==> config.mk <==
export PLATFORM = sky130hd
export DESIGN_NAME = skew_feeder
export DESIGN_NICKNAME = d
export VERILOG_FILES = /design/src/rtl/skew_pkg.sv /design/src/rtl/skew_feeder_lane.sv /design/src/rtl/skew_feeder.sv
export SDC_FILE = /design/constraint.sdc
export NUM_CORES = 1
export LEC_CHECK = 0
export ABC_CLOCK_PERIOD_IN_PS = 2400
export CAP_MARGIN = 10
export CORE_UTILIZATION = 55
export CTS_BUF_LIST = sky130_fd_sc_hd__clkbuf_16
export DETAILED_ROUTE_END_ITERATION = 12
export PLACE_DENSITY = 0.89
export SLEW_MARGIN = 0
export SYNTH_ARGS = -nofsm -noshare
export SYNTH_HDL_FRONTEND = slang
export SYNTH_SLANG_ARGS = --single-unit
==> constraint.sdc <==
create_clock -name clk -period 2.4 [get_ports clk]
set_input_delay 0.48 -clock clk [delete_from_list [all_inputs] [get_ports clk]]
set_output_delay 0.48 -clock clk [all_outputs]
set_load 0.1 [all_outputs]
==> src/rtl/skew_pkg.sv <==
// Shared types and sizing helpers for the diagonal skew feeder.
package skew_pkg;

    typedef enum logic [1:0] {
        IDLE  = 2'd0,
        FEED  = 2'd1,
        DRAIN = 2'd2
    } skew_state_t;

    localparam int unsigned DEF_DIM  = 8;
    localparam int unsigned DEF_BITS = 8;

    // Drain counter width: $clog2(dim), never below one bit.
    function automatic int unsigned drain_cnt_w(input int unsigned dim);
        return (dim > 1) ? $clog2(dim) : 1;
    endfunction

endpackage

==> src/rtl/skew_feeder_lane.sv <==
// One lane of the skew: an enabled shift chain cleared by synchronous reset.
module skew_lane #(
    parameter int unsigned STAGES = 1,
    parameter int unsigned BITS   = 8
) (
    input  logic            clk,
    input  logic            rst,
    input  logic            en,
    input  logic [BITS-1:0] d,
    output logic [BITS-1:0] q
);

    logic [STAGES-1:0][BITS-1:0] stage_q;
    logic [STAGES-1:0][BITS-1:0] stage_d;

    // Advance the chain by one stage on enable, otherwise hold every stage.
    always_comb begin
        stage_d = stage_q;
        if (en) begin
            stage_d[0] = d;
            for (int k = 1; k < int'(STAGES); k++) begin
                stage_d[k] = stage_q[k-1];
            end
        end
    end

    // Stage registers.
    always_ff @(posedge clk) begin
        if (rst) begin
            stage_q <= '0;
        end else begin
            stage_q <= stage_d;
        end
    end

    assign q = stage_q[STAGES-1];

endmodule

==> src/rtl/skew_feeder.sv <==
// Diagonal skew stage: lane i of each accepted vector is delayed i extra shifts,
// then the block self-drains with zero vectors and pulses done on the last output.
module skew_feeder
    import skew_pkg::*;
#(
    parameter int unsigned DIM  = DEF_DIM,
    parameter int unsigned BITS = DEF_BITS
) (
    input  logic                clk,
    input  logic                rst,
    input  logic                in_valid,
    output logic                in_ready,
    input  logic [DIM*BITS-1:0] in_vec,
    input  logic                in_last,
    output logic                out_valid,
    output logic [DIM*BITS-1:0] out_vec,
    output logic                busy,
    output logic                done
);

    localparam int unsigned CNT_W    = drain_cnt_w(DIM);
    localparam int unsigned LAST_CNT = (DIM > 1) ? DIM - 2 : 0;

    typedef logic [BITS-1:0] lane_t;

    skew_state_t      state_q, state_d;
    logic [CNT_W-1:0] cnt_q, cnt_d;
    logic             out_valid_q, out_valid_d;
    logic             done_q, done_d;
    logic             busy_q, busy_d;

    logic             accept;
    logic             shift;
    logic             draining;
    lane_t            lane_in  [DIM];
    lane_t            lane_out [DIM];

    // Handshake and shift qualification; nothing is accepted while draining or in reset.
    always_comb begin
        draining = (state_q == DRAIN);
        in_ready = !rst && !draining;
        accept   = in_valid && in_ready;
        shift    = accept || draining;
    end

    // Next-state, drain counter and registered-output inputs.
    always_comb begin
        state_d     = state_q;
        cnt_d       = cnt_q;
        done_d      = 1'b0;
        case (state_q)
            IDLE, FEED: begin
                if (accept) begin
                    if (in_last) begin
                        if (DIM == 1) begin
                            state_d = IDLE;
                            done_d  = 1'b1;
                        end else begin
                            state_d = DRAIN;
                            cnt_d   = '0;
                        end
                    end else begin
                        state_d = FEED;
                    end
                end
            end
            DRAIN: begin
                if (cnt_q == CNT_W'(LAST_CNT)) begin
                    state_d = IDLE;
                    cnt_d   = '0;
                    done_d  = 1'b1;
                end else begin
                    cnt_d = cnt_q + CNT_W'(1);
                end
            end
            default: state_d = IDLE;
        endcase
        out_valid_d = shift;
        busy_d      = (state_d != IDLE);
    end

    // Control registers.
    always_ff @(posedge clk) begin
        if (rst) begin
            state_q     <= IDLE;
            cnt_q       <= '0;
            out_valid_q <= 1'b0;
            done_q      <= 1'b0;
            busy_q      <= 1'b0;
        end else begin
            state_q     <= state_d;
            cnt_q       <= cnt_d;
            out_valid_q <= out_valid_d;
            done_q      <= done_d;
            busy_q      <= busy_d;
        end
    end

    // Lane i gets i+1 stages; drain cycles feed zeros.
    for (genvar i = 0; i < int'(DIM); i++) begin : g_lane
        assign lane_in[i] = draining ? '0 : in_vec[i*BITS +: BITS];

        skew_lane #(
            .STAGES(i + 1),
            .BITS  (BITS)
        ) u_lane (
            .clk(clk),
            .rst(rst),
            .en (shift),
            .d  (lane_in[i]),
            .q  (lane_out[i])
        );
    end

    // Pack lane outputs back into the vector bus.
    always_comb begin
        out_vec = '0;
        for (int i = 0; i < int'(DIM); i++) begin
            out_vec[i*BITS +: BITS] = lane_out[i];
        end
    end

    assign out_valid = out_valid_q;
    assign done      = done_q;
    assign busy      = busy_q;

endmodule

**Word level (Yosys, flattened, before mapping)**

Index checks and enable logic that the tools add are counted.

- Add/sub/neg operators: 1
- Multiply operators: 0
- Divide/modulo/power cells: 0
- $lt $le $gt $ge: 0
- Equality and inequality tests: 5
- Shifts and indexed selects: 0
- Muxes and demuxes: 17
- Bitwise logic cells: 1
- Reductions and logical operators: 11

Operators by type and width:

| operator | number |
|---|---|
| $mux 8 | 8 |
| $mux 3 | 3 |
| $mux 2 | 3 |
| $pmux 3 s2 | 1 |
| $ne 2x2->1 const B | 2 |
| $pmux 2 s2 | 1 |
| $reduce_bool 2->1 | 2 |
| $reduce_or 2->1 | 2 |
| $add 3x1->3 const B | 1 |
| $eq 3x3->1 const B | 1 |
| $reduce_and 3->1 | 1 |
| $eq 2x1->1 const B | 1 |
| $eq 2x2->1 const B | 1 |
| $logic_and 1x1->1 | 2 |
| $logic_not 1->1 | 2 |
| $logic_not 2->1 | 1 |
| $logic_or 1x1->1 | 1 |
| $mux 1 | 1 |
| $not 1->1 | 1 |

- Register bits: 296
- Latch bits: 0
- Bits in writable memories: 0
- Memory bits (read-only): 0
- Output and inout bits: 68
- Memories kept: 0

**Longest topological paths before layout**

- Depth after elaboration: 7
- Depth in mapped cells: 7

**Modules after synthesis**

From an unflattened synthesis, not the netlist that was laid out.

- Cells, all modules: 1089
- Area total of the unflattened synthesis: 11556.1 µm²

Modules (own cells, without submodules):

| module | times used | cells each | area each (µm²) | seq. area each (µm²) |
|---|---|---|---|---|
| skew_lane at g_lane[7].u_lane | 1 | 214 | 2351.0 | 1281.2 |
| skew_lane at g_lane[6].u_lane | 1 | 188 | 2074.5 | 1121.1 |
| skew_lane at g_lane[5].u_lane | 1 | 163 | 1789.2 | 960.9 |
| skew_lane at g_lane[4].u_lane | 1 | 137 | 1517.7 | 800.8 |
| skew_lane at g_lane[3].u_lane | 1 | 111 | 1223.7 | 640.6 |
| skew_lane at g_lane[2].u_lane | 1 | 85 | 929.6 | 480.5 |
| skew_feeder | 1 | 105 | 744.5 | 160.2 |
| skew_lane at g_lane[1].u_lane | 1 | 60 | 640.6 | 320.3 |
| skew_lane at g_lane[0].u_lane | 1 | 26 | 285.3 | 160.2 |

**Least setup slack after synthesis**

No wires, ideal clock.

- Kind: input port to output port
- Start: input rst
- End: output in_ready
- Arrival time: 1684 ps
- Required time: 1920 ps
- Slack: 236 ps
- Stages on the path: 5
- Cells stage by stage: buf_4 -> nand2b_1 -> buf_2 -> buf_2 -> inv_1

- Longest elaborated chain between the ends: 2

Ends and longest elaborated chain:

| what | line | text |
|---|---|---|
| start, declared | skew_feeder.sv:10 | `input logic rst,` |
| $logic_not 1->1 | skew_feeder.sv:41 | `in_ready = !rst && !draining;` |
| $logic_and 1x1->1 | skew_feeder.sv:41 |  |
| end, declared | skew_feeder.sv:12 | `output logic in_ready,` |

Every way passes these cells.

**Worst setup path in the final report**

- Start: register state_q[0]
- End: output in_ready

- Longest elaborated chain between the ends: 3

Ends and longest elaborated chain:

| what | line | text |
|---|---|---|
| start, declared | skew_feeder.sv:26 | `skew_state_t state_q, state_d;` |
| start signal, assigned | skew_feeder.sv:91 | `state_q <= state_d;` |
| $eq 2x2->1 | skew_feeder.sv:40 | `draining = (state_q == DRAIN);` |
| $logic_not 1->1 | skew_feeder.sv:41 |  |
| $logic_and 1x1->1 | skew_feeder.sv:41 |  |

Every way passes these cells.

==> impl_summary.txt <==
----------------------------------------------------
[Synth]
  Yosys warns ... 0
  Count of mapped cells out of synthesis ... 1320
  Mapped Avg Cell Area ... a little under 9 µm²
  Dominant synthesized flop cell ... dfxtp_1
  Synth Cell Area ... between 10000 and 15000 µm²
  Syn_nets ... ~1400
  Portion of synthesized cell area occupied by the leading cell type ... 0.517
  Sequential element share of the synthesized area ... 0.517
  Async set-reset flop share out of synthesis ... 0
  Top post-synthesis cells by area ... dfxtp_1 (52%), a21oi_1 (10%), nand3_1 (9.8%)
  Cell type with the highest aggregate area in the netlist ... dfxtp_1
  Synthesized flop and latch total ... 296
  Post-synth EDFFs ... 0
  Unique cell type count in the Yosys netlist ... 25

[Timing]
  Final hold violation count ... 0
  Final period util ... 0.813
  Unrepaired setup endpoints after global routing ... false
  Setup TNS ... 0 ns
  Worst-Margin Slew ... about 0.89 ns
  Worst Skew ... approximately 0.015 ns
  Max Transition Viols Final ... 0
  Final worst slack ... roughly 0.45 ns
  Crit path time final ... between 1.5 and 2 ns
  Highest clock frequency the design can meet ... between 0.5 and 0.6 GHz
  Final setup vio count ... 0
  Worst rel slew slack ... 0.404

[Placement]
  Post-DP HPWL ... about 14000 µm
  RePlAce Congestion ... ~0.74
  Count of buffers inserted at the top-level ports ... around 140
  Post-Place Worst Slack ... slightly above 0.6 ns

[Cells and area]
  Number of filler cells placed in the layout ... about 1600
  Share of final-layout standard cells stronger than drive strength 1 ... 0.0946
  Most common cell after layout, fill and taps aside ... dfxtp_1
  Ant diodes ... 0
  Total Nets Final ... between 1000 and 1500
  Commonest non-fill, non-tap cells in the layout ... dfxtp_1 (296), a21oi_1 (230), nand3_1 (225)
  Layout overhead on the synthesized area ... 13.3%

[Min path]
  Cell depth of the worst min-delay path ... 2
  Launch point of the worst hold path ... rst
  Worst-case hold path end point ... g_lane[2].u_lane.q[0]
  Min-Delay Path Class ... in2reg

[Setup path]
  Kind of capture point of the worst setup path ... output pin
  Worst Reg2Reg Path Length in Cells ... 4
  Startpoint types ... flip-flop
  Data required time of the worst path ... around 1.9 ns
  Crit path arrival time ... roughly 1.5 ns
  R2r endpoint ... g_lane[7].u_lane.q[5]
  CP max FO ... 10
  Register-to-Register Setup Slack ... between 0.5 and 0.6 ns
  Kind of critical path ... reg2out
  Source of the worst register-to-register timing path ... state_q[0]

[Clock network]
  Maximum root-to-sink buffer count ... 3
  Count of H-tree levels built during CTS ... 1
  Resize count post-CTS ... 0
  CTS Sinks ... 296
  Buffers inserted during post-CTS setup optimization ... 0
  Total clock buffers created by CTS ... 28
  Insertion delay to the later sink of the worst-skew pair ... ~0.53 ns
  TritonCTS clock tree ... built
  Clock-pin slew of the registers on the worst-case setup and hold paths ... 0.06 ns
  Cts-stage hold buffer count ... 0
  CTS Root Cell ... clkbuf_16

[Floorplanning]
  Site row count ... 52
  Initial core utilization ... 0.563
  Die Y-Extent ... between 100 and 150 µm
  Number of placed I/O pins ... 136
  Die W ... 146 µm
  Die outline area ... between 20000 and 25000 µm²
  Core region area ... just over 20000 µm²

[Detailed routing]
  Number of search-and-repair iterations in the first detailed-routing pass ... 5
  Drt initial violations ... 740
  Vias after detailed routing ... about 9300
  Total DRC errors in the routed layout ... 0
  Routed wire length ... 24700 µm
  Count of nets left with antenna violations after detail routing ... 0
  Vias per Instance ... about 5.8
  Post-detailed-route wirelength per cell ... about 16 µm

[Power and ir drop]
  Part of the power in the clock network ... 0.408
  Power per Cell Area ... between 700 and 800 nW/µm²
  Switching part of the total ... 0.241
  Max VDD drop ... approximately 0.66 mV
  Logic pwr share ... 0.089
  Leakage power of the design ... around 4.6 nW
  NetSw ... 2.44 mW
  Sequential cell fraction of total power ... 0.503
  Internal power contribution ... slightly below 8 mW

[GRT]
  GRT Total Usage ... 0.224
  Vias in the first global route ... around 8400
  First-pass GRT wire length ... approximately 41000 µm
  Grt ovf ... 0
  Maximum number of pins on one net before global-route repair ... around 200
  Initial antenna violation count ... 0

[Status]
  Result of the run ... complete, no violations

[Flow run]
  Max-cap violations ... 0

----------------------------------------------------
==> per-layer routing <==
layer,part of all wire,GRT usage,up-vias
met5,0,0,-
met4,0.024,0.0698,0
met3,0.072,0.0522,45
met2,0.46,0.348,296
met1,0.44,0.308,4368
li1,-,-,4545
==> cells in the mapped netlist, types with 2 or more instances <==
cell type and instances:
nand2_1 2, buf_2 74, buf_4 62, inv_1 2, dfxtp_1 296, o21ai_0 187
buf_1 2, nand3_1 225, o21ai_1 38, a21oi_1 230, mux2i_1 64, nand3b_1 2
nand2b_1 3, nor2_1 64, clkbuf_1 51, buf_6 9
==> cells by family (layout without fill, tap and decap cells) <==
kind of cell           count (synthesis)  count (layout)  synth area share
muxes                                 64              64            0.0559
AOI/OAI and AO/OA                    459             459             0.201
DFF                                  296             296             0.517
buffers and inverters                200             202            0.0998
and+or+nand+nor                      301             301             0.126
==> registers in the layout, summed over array words and instances (netlist names) <==
signal,flops
state_q,2
g_lane.u_lane.q,64
cnt_q,3
out_valid,1
g_lane.u_lane.stage_q,224
busy,1
done,1
==> power groups by stage <==
stage,Clock [mW],Combinational [mW],Sequential [mW]
3_3_place_gp,0,0.885,5.20
6_report,4.14,0.905,5.10
5_1_grt,4.41,0.973,5.11
3_5_place_dp,0,0.899,5.20
2_1_floorplan,0,0.583,5.26
4_1_cts,4.21,0.903,5.09
==> per-stage QoR <==
| step | hold WS [ns] | total power, mW | utilization | area [µm²] | cells |
|---|---|---|---|---|---|
| 2_1_floorplan | 0.440 | 5.85 | - | 11500 | 1320 |
| 3_5_place_dp | 0.452 | 6.10 | 0.596 | 12100 | 1543 |
| 3_3_place_gp | 0.447 | 6.08 | 0.596 | 12100 | 1543 |
| 4_1_cts | 0.150 | 10.2 | 0.638 | 13000 | 1592 |
| 5_1_grt | 0.152 | 10.5 | 0.638 | 13000 | 1592 |
| 6_report | 0.170 | 10.1 | 0.638 | 13000 | 1592 |
==> final cells by class <==
| type | count | area (µm²) | share of cell area |
|---|---|---|---|
| well taps | 270 | 338 | 0.0260 |
| clock buffers | 29 | 726 | 0.0559 |
| clock inverters | 20 | 135 | 0.0104 |
| flip-flops and latches | 296 | 5930 | 0.456 |
| inverters | 2 | 7.51 | 0.000578 |
| multi-input cells | 824 | 4420 | 0.340 |
| repair buffers | 151 | 1440 | 0.111 |
==> worst max-delay path, stage by stage (launching register included) <==
cell and delay [ns]:
dfxtp_1 0.36, nand2b_4 0.23, nand2b_2 0.08, inv_1 0.09, buf_12 0.18
==> how the worst max path moves through the flow <==
| stage | start | depth (start not counted) | slack, ns | end |
|---|---|---|---|---|
| after detailed placement | in_valid | 4 | 0.61 | g_lane[1].u_lane.stage_q[4] |
| after global placement | rst | 5 | 0.67 | g_lane[6].u_lane.q[2] |
| final | state_q[0] | 4 | 0.45 | in_ready |
| after CTS | state_q[0] | 4 | 0.43 | in_ready |
| after floorplan | rst | 5 | 0.24 | in_ready |
| after global routing | state_q[0] | 4 | 0.40 | in_ready |
Power figures use the tool's default switching activity.
